File: src/rtl/msg_serializer_pkg.sv
// Shared types and helpers for the message serializer: FSM states,
// last-beat byte-enable mask and beat count from a byte length.
package msg_pkg;

   typedef enum logic [0:0] {IDLE, SEND} state_t;

   localparam int KEEP_MAX = 64;

   function automatic logic [KEEP_MAX-1:0] keep_mask(input int unsigned r, input int unsigned width);
      logic [KEEP_MAX-1:0] m;
      m = '0;
      // A remainder of zero means the last beat is completely full
      for (int unsigned i = 0; i < KEEP_MAX; i++) begin
         if (i < width && (r == 0 || i < r)) begin
            m[i] = 1'b1;
         end
      end
      return m;
   endfunction

   function automatic int unsigned num_beats(input int unsigned len, input int unsigned dataBytes);
      return (len + dataBytes - 1) / dataBytes;
   endfunction

endpackage

File: src/rtl/msg_serializer_if.sv
// Handshake bundles around the serializer: whole-message request side
// and the AXI-Stream beat side.
interface msg_req_if #(parameter int MAX_MSG_BYTES = 32) ();
   logic                         msg_valid;
   logic                         msg_ready;
   logic [15:0]                  msg_length;
   logic [8*MAX_MSG_BYTES-1:0]   msg_data;
   logic                         msg_error;
   logic                         msg_drop;

   modport master (output msg_valid, msg_length, msg_data, msg_error,
                   input  msg_ready, msg_drop);
   modport slave  (input  msg_valid, msg_length, msg_data, msg_error,
                   output msg_ready, msg_drop);
endinterface

interface axis_if #(parameter int DATA_BYTES = 8, parameter int TKEEP_WIDTH = 8) ();
   logic                      m_tvalid;
   logic                      m_tready;
   logic                      m_tlast;
   logic [8*DATA_BYTES-1:0]   m_tdata;
   logic [TKEEP_WIDTH-1:0]    m_tkeep;
   logic                      m_tuser;

   modport master (output m_tvalid, m_tlast, m_tdata, m_tkeep, m_tuser,
                   input  m_tready);
   modport slave  (input  m_tvalid, m_tlast, m_tdata, m_tkeep, m_tuser,
                   output m_tready);
endinterface

File: src/rtl/msg_serializer_beat_counter.sv
// Beat index within the current message; load starts a new message at
// beat 0 and remembers which index is the final one.
module msg_beat_counter #(
   parameter int MAX_BEATS = 4,
   parameter int CW        = $clog2(MAX_BEATS + 1)
) (
   input  logic          clk,
   input  logic          rst,
   input  logic          load_i,
   input  logic [CW-1:0] beats_i,
   input  logic          advance_i,
   output logic [CW-1:0] index_o,
   output logic          is_last_o
);

   logic [CW-1:0] idx_q, idx_d;
   logic [CW-1:0] lastIdx_q, lastIdx_d;

   assign index_o   = idx_q;
   assign is_last_o = (idx_q == lastIdx_q);

   // A load wins over an advance so a back-to-back message restarts at beat 0
   always_comb begin
      idx_d     = idx_q;
      lastIdx_d = lastIdx_q;
      if (load_i) begin
         idx_d     = '0;
         lastIdx_d = beats_i - CW'(1);
      end else if (advance_i && !is_last_o) begin
         idx_d = idx_q + CW'(1);
      end
   end

   always_ff @(posedge clk or negedge rst) begin
      if (!rst) begin
         idx_q     <= '0;
         lastIdx_q <= '0;
      end else begin
         idx_q     <= idx_d;
         lastIdx_q <= lastIdx_d;
      end
   end

endmodule

File: src/rtl/msg_serializer.sv
// Buffers one whole message and replays it as AXI-Stream beats, LSB byte
// first, with the error flag reported on the last beat.
module msg_serializer
   import msg_pkg::*;
#(
   parameter int MAX_MSG_BYTES = 32,
   parameter int DATA_BYTES    = 8,
   parameter int TKEEP_WIDTH   = 8
) (
   input  logic       clk,
   input  logic       rst,
   msg_req_if.slave   req,
   axis_if.master     axis
);

   localparam int MAX_BEATS = (MAX_MSG_BYTES + DATA_BYTES - 1) / DATA_BYTES;
   localparam int BEAT_W    = 8 * DATA_BYTES;
   localparam int BUF_W     = BEAT_W * MAX_BEATS;
   localparam int MSG_W     = 8 * MAX_MSG_BYTES;
   localparam int CW        = $clog2(MAX_BEATS + 1);

   state_t            state_q, state_d;
   logic [BUF_W-1:0]  buf_q, buf_d;
   logic [15:0]       len_q, len_d;
   logic              err_q, err_d;
   logic              readyEn_q;
   logic              drop_q;

   logic              trunc;
   logic              nonZero;
   logic [15:0]       effLen;
   logic              accept;
   logic              handshake;
   logic              hsLast;
   logic              isLast;
   logic [CW-1:0]     beatIdx;
   logic [CW-1:0]     loadBeats;
   logic [BEAT_W-1:0] beatData;
   logic [TKEEP_WIDTH-1:0] lastKeep;
   logic [TKEEP_WIDTH-1:0] keepOut;

   assign trunc     = req.msg_length > 16'(MAX_MSG_BYTES);
   assign nonZero   = req.msg_length != '0;
   assign effLen    = trunc ? 16'(MAX_MSG_BYTES) : req.msg_length;
   assign handshake = axis.m_tvalid && axis.m_tready;
   assign hsLast    = handshake && isLast;
   assign accept    = req.msg_valid && req.msg_ready;
   assign loadBeats = CW'(num_beats(32'(effLen), DATA_BYTES));

   // Ready only opens in SEND while the final beat is handing off
   assign req.msg_ready = readyEn_q && ((state_q == IDLE) || hsLast);
   assign req.msg_drop  = drop_q;

   msg_beat_counter #(.MAX_BEATS(MAX_BEATS), .CW(CW)) u_counter (
      .clk       (clk),
      .rst       (rst),
      .load_i    (accept && nonZero),
      .beats_i   (loadBeats),
      .advance_i (handshake),
      .index_o   (beatIdx),
      .is_last_o (isLast)
   );

   always_ff @(posedge clk or negedge rst) begin
      if (!rst) begin
         state_q <= IDLE;
      end else begin
         state_q <= state_d;
      end
   end

   always_comb begin
      state_d = state_q;
      case (state_q)
         IDLE: if (accept && nonZero) state_d = SEND;
         SEND: if (hsLast) state_d = (accept && nonZero) ? SEND : IDLE;
         default: state_d = IDLE;
      endcase
   end

   // Oversized messages keep their first MAX_MSG_BYTES and are flagged bad
   always_comb begin
      buf_d = buf_q;
      len_d = len_q;
      err_d = err_q;
      if (accept) begin
         buf_d              = '0;
         buf_d[MSG_W-1:0]   = req.msg_data;
         len_d              = effLen;
         err_d              = req.msg_error || trunc;
      end
   end

   always_ff @(posedge clk or negedge rst) begin
      if (!rst) begin
         buf_q     <= '0;
         len_q     <= '0;
         err_q     <= 1'b0;
         readyEn_q <= 1'b0;
         drop_q    <= 1'b0;
      end else begin
         buf_q     <= buf_d;
         len_q     <= len_d;
         err_q     <= err_d;
         readyEn_q <= 1'b1;
         drop_q    <= accept && !nonZero;
      end
   end

   assign beatData = buf_q[int'(beatIdx) * BEAT_W +: BEAT_W];
   assign lastKeep = TKEEP_WIDTH'(keep_mask(32'(len_q) % DATA_BYTES, DATA_BYTES));

   // Outputs depend only on flops, so they hold steady through any stall
   always_comb begin
      axis.m_tvalid = 1'b0;
      axis.m_tlast  = 1'b0;
      axis.m_tuser  = 1'b0;
      axis.m_tkeep  = '0;
      axis.m_tdata  = '0;
      keepOut       = '0;
      if (state_q == SEND) begin
         keepOut       = isLast ? lastKeep : '1;
         axis.m_tvalid = 1'b1;
         axis.m_tlast  = isLast;
         axis.m_tuser  = isLast && err_q;
         axis.m_tkeep  = keepOut;
         for (int b = 0; b < DATA_BYTES; b++) begin
            axis.m_tdata[b*8 +: 8] = keepOut[b] ? beatData[b*8 +: 8] : 8'h00;
         end
      end
   end

endmodule
File: src/flat_wrapper.sv
// flat-port wrapper written by rule: the top's interface ports become plain ports
module msg_serializer_flat import msg_pkg::*;
#(
   parameter int MAX_MSG_BYTES = 32,
   parameter int DATA_BYTES    = 8,
   parameter int TKEEP_WIDTH   = 8
)
  (clk, rst, req_msg_valid, req_msg_length, req_msg_data, req_msg_error, req_msg_ready, req_msg_drop, axis_m_tvalid, axis_m_tlast, axis_m_tdata, axis_m_tkeep, axis_m_tuser, axis_m_tready);
  msg_req_if #(.MAX_MSG_BYTES(MAX_MSG_BYTES)) req_i ();
  axis_if #(.DATA_BYTES(DATA_BYTES), .TKEEP_WIDTH(TKEEP_WIDTH)) axis_i ();
  input  logic clk;
  input  logic rst;
  input wire logic [$bits(req_i.msg_valid)-1:0] req_msg_valid;
  input wire logic [$bits(req_i.msg_length)-1:0] req_msg_length;
  input wire logic [$bits(req_i.msg_data)-1:0] req_msg_data;
  input wire logic [$bits(req_i.msg_error)-1:0] req_msg_error;
  output wire logic [$bits(req_i.msg_ready)-1:0] req_msg_ready;
  output wire logic [$bits(req_i.msg_drop)-1:0] req_msg_drop;
  output wire logic [$bits(axis_i.m_tvalid)-1:0] axis_m_tvalid;
  output wire logic [$bits(axis_i.m_tlast)-1:0] axis_m_tlast;
  output wire logic [$bits(axis_i.m_tdata)-1:0] axis_m_tdata;
  output wire logic [$bits(axis_i.m_tkeep)-1:0] axis_m_tkeep;
  output wire logic [$bits(axis_i.m_tuser)-1:0] axis_m_tuser;
  input wire logic [$bits(axis_i.m_tready)-1:0] axis_m_tready;
  assign req_i.msg_valid = req_msg_valid;
  assign req_i.msg_length = req_msg_length;
  assign req_i.msg_data = req_msg_data;
  assign req_i.msg_error = req_msg_error;
  assign req_msg_ready = req_i.msg_ready;
  assign req_msg_drop = req_i.msg_drop;
  assign axis_m_tvalid = axis_i.m_tvalid;
  assign axis_m_tlast = axis_i.m_tlast;
  assign axis_m_tdata = axis_i.m_tdata;
  assign axis_m_tkeep = axis_i.m_tkeep;
  assign axis_m_tuser = axis_i.m_tuser;
  assign axis_i.m_tready = axis_m_tready;
  msg_serializer #(.MAX_MSG_BYTES(MAX_MSG_BYTES), .DATA_BYTES(DATA_BYTES), .TKEEP_WIDTH(TKEEP_WIDTH)) u_core (.clk(clk), .rst(rst), .req(req_i), .axis(axis_i));
endmodule
File: config.mk
export PLATFORM = sky130hd
export DESIGN_NAME = msg_serializer_flat
export DESIGN_NICKNAME = d
export VERILOG_FILES = /design/src/rtl/msg_serializer_pkg.sv /design/src/rtl/msg_serializer_if.sv /design/src/rtl/msg_serializer_beat_counter.sv /design/src/rtl/msg_serializer.sv /design/src/flat_wrapper.sv
export SDC_FILE = /design/constraint.sdc
export NUM_CORES = 1
export LEC_CHECK = 0
export CAP_MARGIN = 5
export CELL_PAD_IN_SITES_DETAIL_PLACEMENT = 0
export CELL_PAD_IN_SITES_GLOBAL_PLACEMENT = 1
export CORE_ASPECT_RATIO = 1.4
export CORE_MARGIN = 8
export CORE_UTILIZATION = 42
export CTS_CLUSTER_DIAMETER = 50
export DETAILED_ROUTE_END_ITERATION = 10
export GPL_TIMING_DRIVEN = 0
export PLACE_DENSITY = 0.84
export SYNTH_ARGS = -nofsm -noshare
export SYNTH_HDL_FRONTEND = slang
export SYNTH_SLANG_ARGS = --single-unit
File: constraint.sdc
create_clock -name clk -period 4.3 [get_ports clk]
set_input_delay 0.86 -clock clk [delete_from_list [all_inputs] [get_ports clk]]
set_output_delay 0.86 -clock clk [all_outputs]
set_load 0.05 [all_outputs]
==> summary.txt <==
Global route
  • Total GRT Usage: 20.65%
  • Largest net degree at the start of global routing: 98
  • Global-route wire length before repair: 55.95 mm
  • Vias in the first global route: 9289
  • Gr ovfl total: 0
  • Initial antenna violation count: 11

Synthesis
  • Main synth FF type: dfrtp_1
  • Synth Area per Inst: 15.67 µm²
  • Synth unique cells: 38
  • Dominant cell type by area after synthesis: dfrtp_1
  • Post-synth ARST share: 100.0%
  • Post-Synth Adder-Cell Area: 0.2019%
  • Seq/Total Area, Yosys: 54.32%
  • Post-synthesis simple-gate area fraction: 5.331%
  • Largest family of logic cells by synthesized area: multiplexers
  • Net count after synthesis: 1070
  • Post-synthesis register bit count: 269
  • Yosys top cell area share: 54.32%
  • Post-synth EDFFs: 0
  • Complex-gate fraction of the synthesized area: 0.9995%
  • Syn. warnings: 0
  • Multiplexer area fraction after synthesis: 35.17%
  • Synth top area cells: dfrtp_1 54%, mux2_2 23%, mux4_2 12%
  • Syn Inst Count: 791
  • Mapped cell area: 12390 µm²
  • Synth Area in XOR/XNOR: 0.5654%

Cells and area
  • Final #Nets: 1456
  • Most common cell after layout, fill and taps aside: clkdlybuf4s50_1
  • Area growth from synthesis to final layout: 41.97%
  • Fraction of layout cells with a size suffix above 1: 35.53%
  • Most frequent cells in the layout: 352 x clkdlybuf4s50_1, 269 x dfrtp_1, 256 x mux2_2

CTS
  • CTS tree: yes
  • CTS root buffer: clkbuf_16
  • CTS clk-pin slew, worst paths: 0.06 ns
  • H-tree depth: 1
  • Clock Sinks: 269
  • Worst skew pair latency: 0.55 ns
  • Cts bufs inserted: 28
  • Longest Clk Path Bufs: 3
  • Hold_buf cts: 0
  • Post-CTS Setup Bufs: 0

Power
  • Total power: 14.23 mW
  • Pwr/cell area: 808.7 nW/µm²
  • Leak: 7.130 nW
  • Max VDD drop: 0.0004971 V

Critical path
  • Critical path class: reg2out
  • Worst Path Required: 3.44 ns
  • Critical Path End Type: primary output
  • Reg-to-reg slack, setup: 1.82 ns
  • RR Startpoint: u_core.u_counter.index_o[2]
  • CP endpoint: axis_m_tdata[55]
  • CP Max Fanout: 10
  • Worst r2r dst: u_core.buf_q[117]
  • Worst EP arrival: 3.29 ns
  • Crit start category: register
  • Worst-case reg-to-reg path depth: 7
  • CP Launch Point: u_core.u_counter.index_o[1]

Timing
  • Min Tclk post-route: 4.146 ns
  • Final hold vios: 0
  • RSZ-0062 raised after global routing: yes
  • Measured slew at the worst slew-check pin: 0.7915 ns
  • Fin Hold WS: 0.3281 ns
  • Slew Limit Headroom: 47.23%
  • Worst clock skew: 0.02080 ns
  • Fin crit share: 96.41%
  • Fmax: 241.2 MHz
  • Setup TNS Final: 0 ns
  • Final Slew Violations: 0
  • Final setup fails: 0

Detailed routing
  • DR pass1 iterations: 6
  • DRT iter0 DRCs: 269
  • Final wirelength: 37.02 mm
  • Post-route ant nets: 0
  • Via density: 5.208
  • Vias: 8276
  • Wire per inst: 23.30 µm
  • Residual DRC: 0

Floorplanning
  • Ports: 354
  • Initial core utilization: 42.49%
  • Die area: 35340 µm²
  • Core area: 29170 µm²
  • Chip Height: 219.3 µm
  • Standard-cell row count: 74
  • Die Wd: 161.2 µm

Placement
  • RePlAce Congestion: 0.7954
  • PortBufs: 353
  • Hpwl dp: 27.92 mm

Run status
  • Outcome: finished clean

Worst hold path
  • Hold WC Path Type: in2async

Flow run
  • Max-Cap Viols: 0
synth_stat cells (all sizes together) (3+ instances only):
master    n
and2     15
and2b     4
and3     27
buf      41
clkbuf   11
dfrtp   269
inv       6
mux2    257
mux4     64
nand2     8
nand3     7
nor2     10
nor2b    29
nor3      4
o21ai     7
or3       4
xnor2     3
xor2      5
layout make-up:
class / count / area (µm²)
sequential: 269 / 6731
buffer: 52 / 421.7
clock inverter: 17 / 264.0
multi-input combinational: 464 / 5276
inverter: 6 / 22.52
antenna: 10 / 25.02
tap: 380 / 475.5
fill: 2388 / 11570
timing repair buffer: 356 / 3601
clock buffer: 35 / 777.0
worst min path at each step:
stage,from,end,cells after the start
3_3_place_gp,u_core.buf_q[163],u_core.buf_q[163],1
6_report,rst,u_core.buf_q[128],1
4_1_cts,rst,u_core.buf_q[128],1
2_1_floorplan,u_core.buf_q[166],u_core.buf_q[166],1
5_1_grt,rst,u_core.buf_q[130],1
3_5_place_dp,u_core.buf_q[132],u_core.buf_q[132],1
cell families (layout without fill, tap and decap cells):
logic type	after synthesis	count (layout)
buffers and inverters	58	466
other	1	11
xor gates and xnor gates	8	8
and+or+nand+nor	112	112
adders and majority gates	2	2
AOI/OAI and AO/OA	18	18
muxes	323	323
DFF	269	269
metal layers:
metal  vias up  wire length (µm)  share of wire (%)  GRT usage [%]
met4         2               975                2.6          8.075
li1       3706                 -                  -              -
met5         -                 9              0.024              0
met2       239             19770                 53          36.20
met1      4275             14170                 38          24.24
met3        54              2092                5.7          4.669
worst max-delay path: stages (launching register included):
cell and delay [ns]:
dfrtp_1 0.40, buf_2 0.35, buf_1 0.65, mux4_2 0.34, nor2b_1 0.15, clkdlybuf4s50_1 0.85
registers in the layout (all words and copies together) (netlist names):
name,flops
u_core.readyEn_q,1
u_core.state_q,1
u_core.len_q,3
u_core.buf_q,256
u_core.err_q,1
u_core.u_counter.index_o,3
u_core.req.msg_drop,1
u_core.u_counter.lastIdx_q,3
metrics by stage:
stage / cell area (µm²) / worst slack, ns / utilization (%) / cells
global placement: 16400 / -9.437 / 56.24 / 1524
global route: 17590 / -0.006337 / 60.33 / 1589
CTS: 17550 / 0.004944 / 60.18 / 1579
finish: 17590 / 0.1542 / 60.33 / 1589
detailed placement: 16480 / 0.02347 / 56.51 / 1527
floorplan: 12390 / 1.341 / - / 791
power breakdown:
part           switching (mW)  leakage, nW  total (mW)  internal [mW]
sequential              0.625         3.19        4.41           3.78
clock                    1.04        0.505        2.69           1.65
combinational            3.68         3.43        7.13           3.45
total                    5.35         7.13        14.2           8.88
timing repair:
item | CTS | global route
resized for setup | 13 | 4
setup endpoints to repair | 49 | 27
pin swaps | 0 | 0
(Power assumes the default switching activity.)
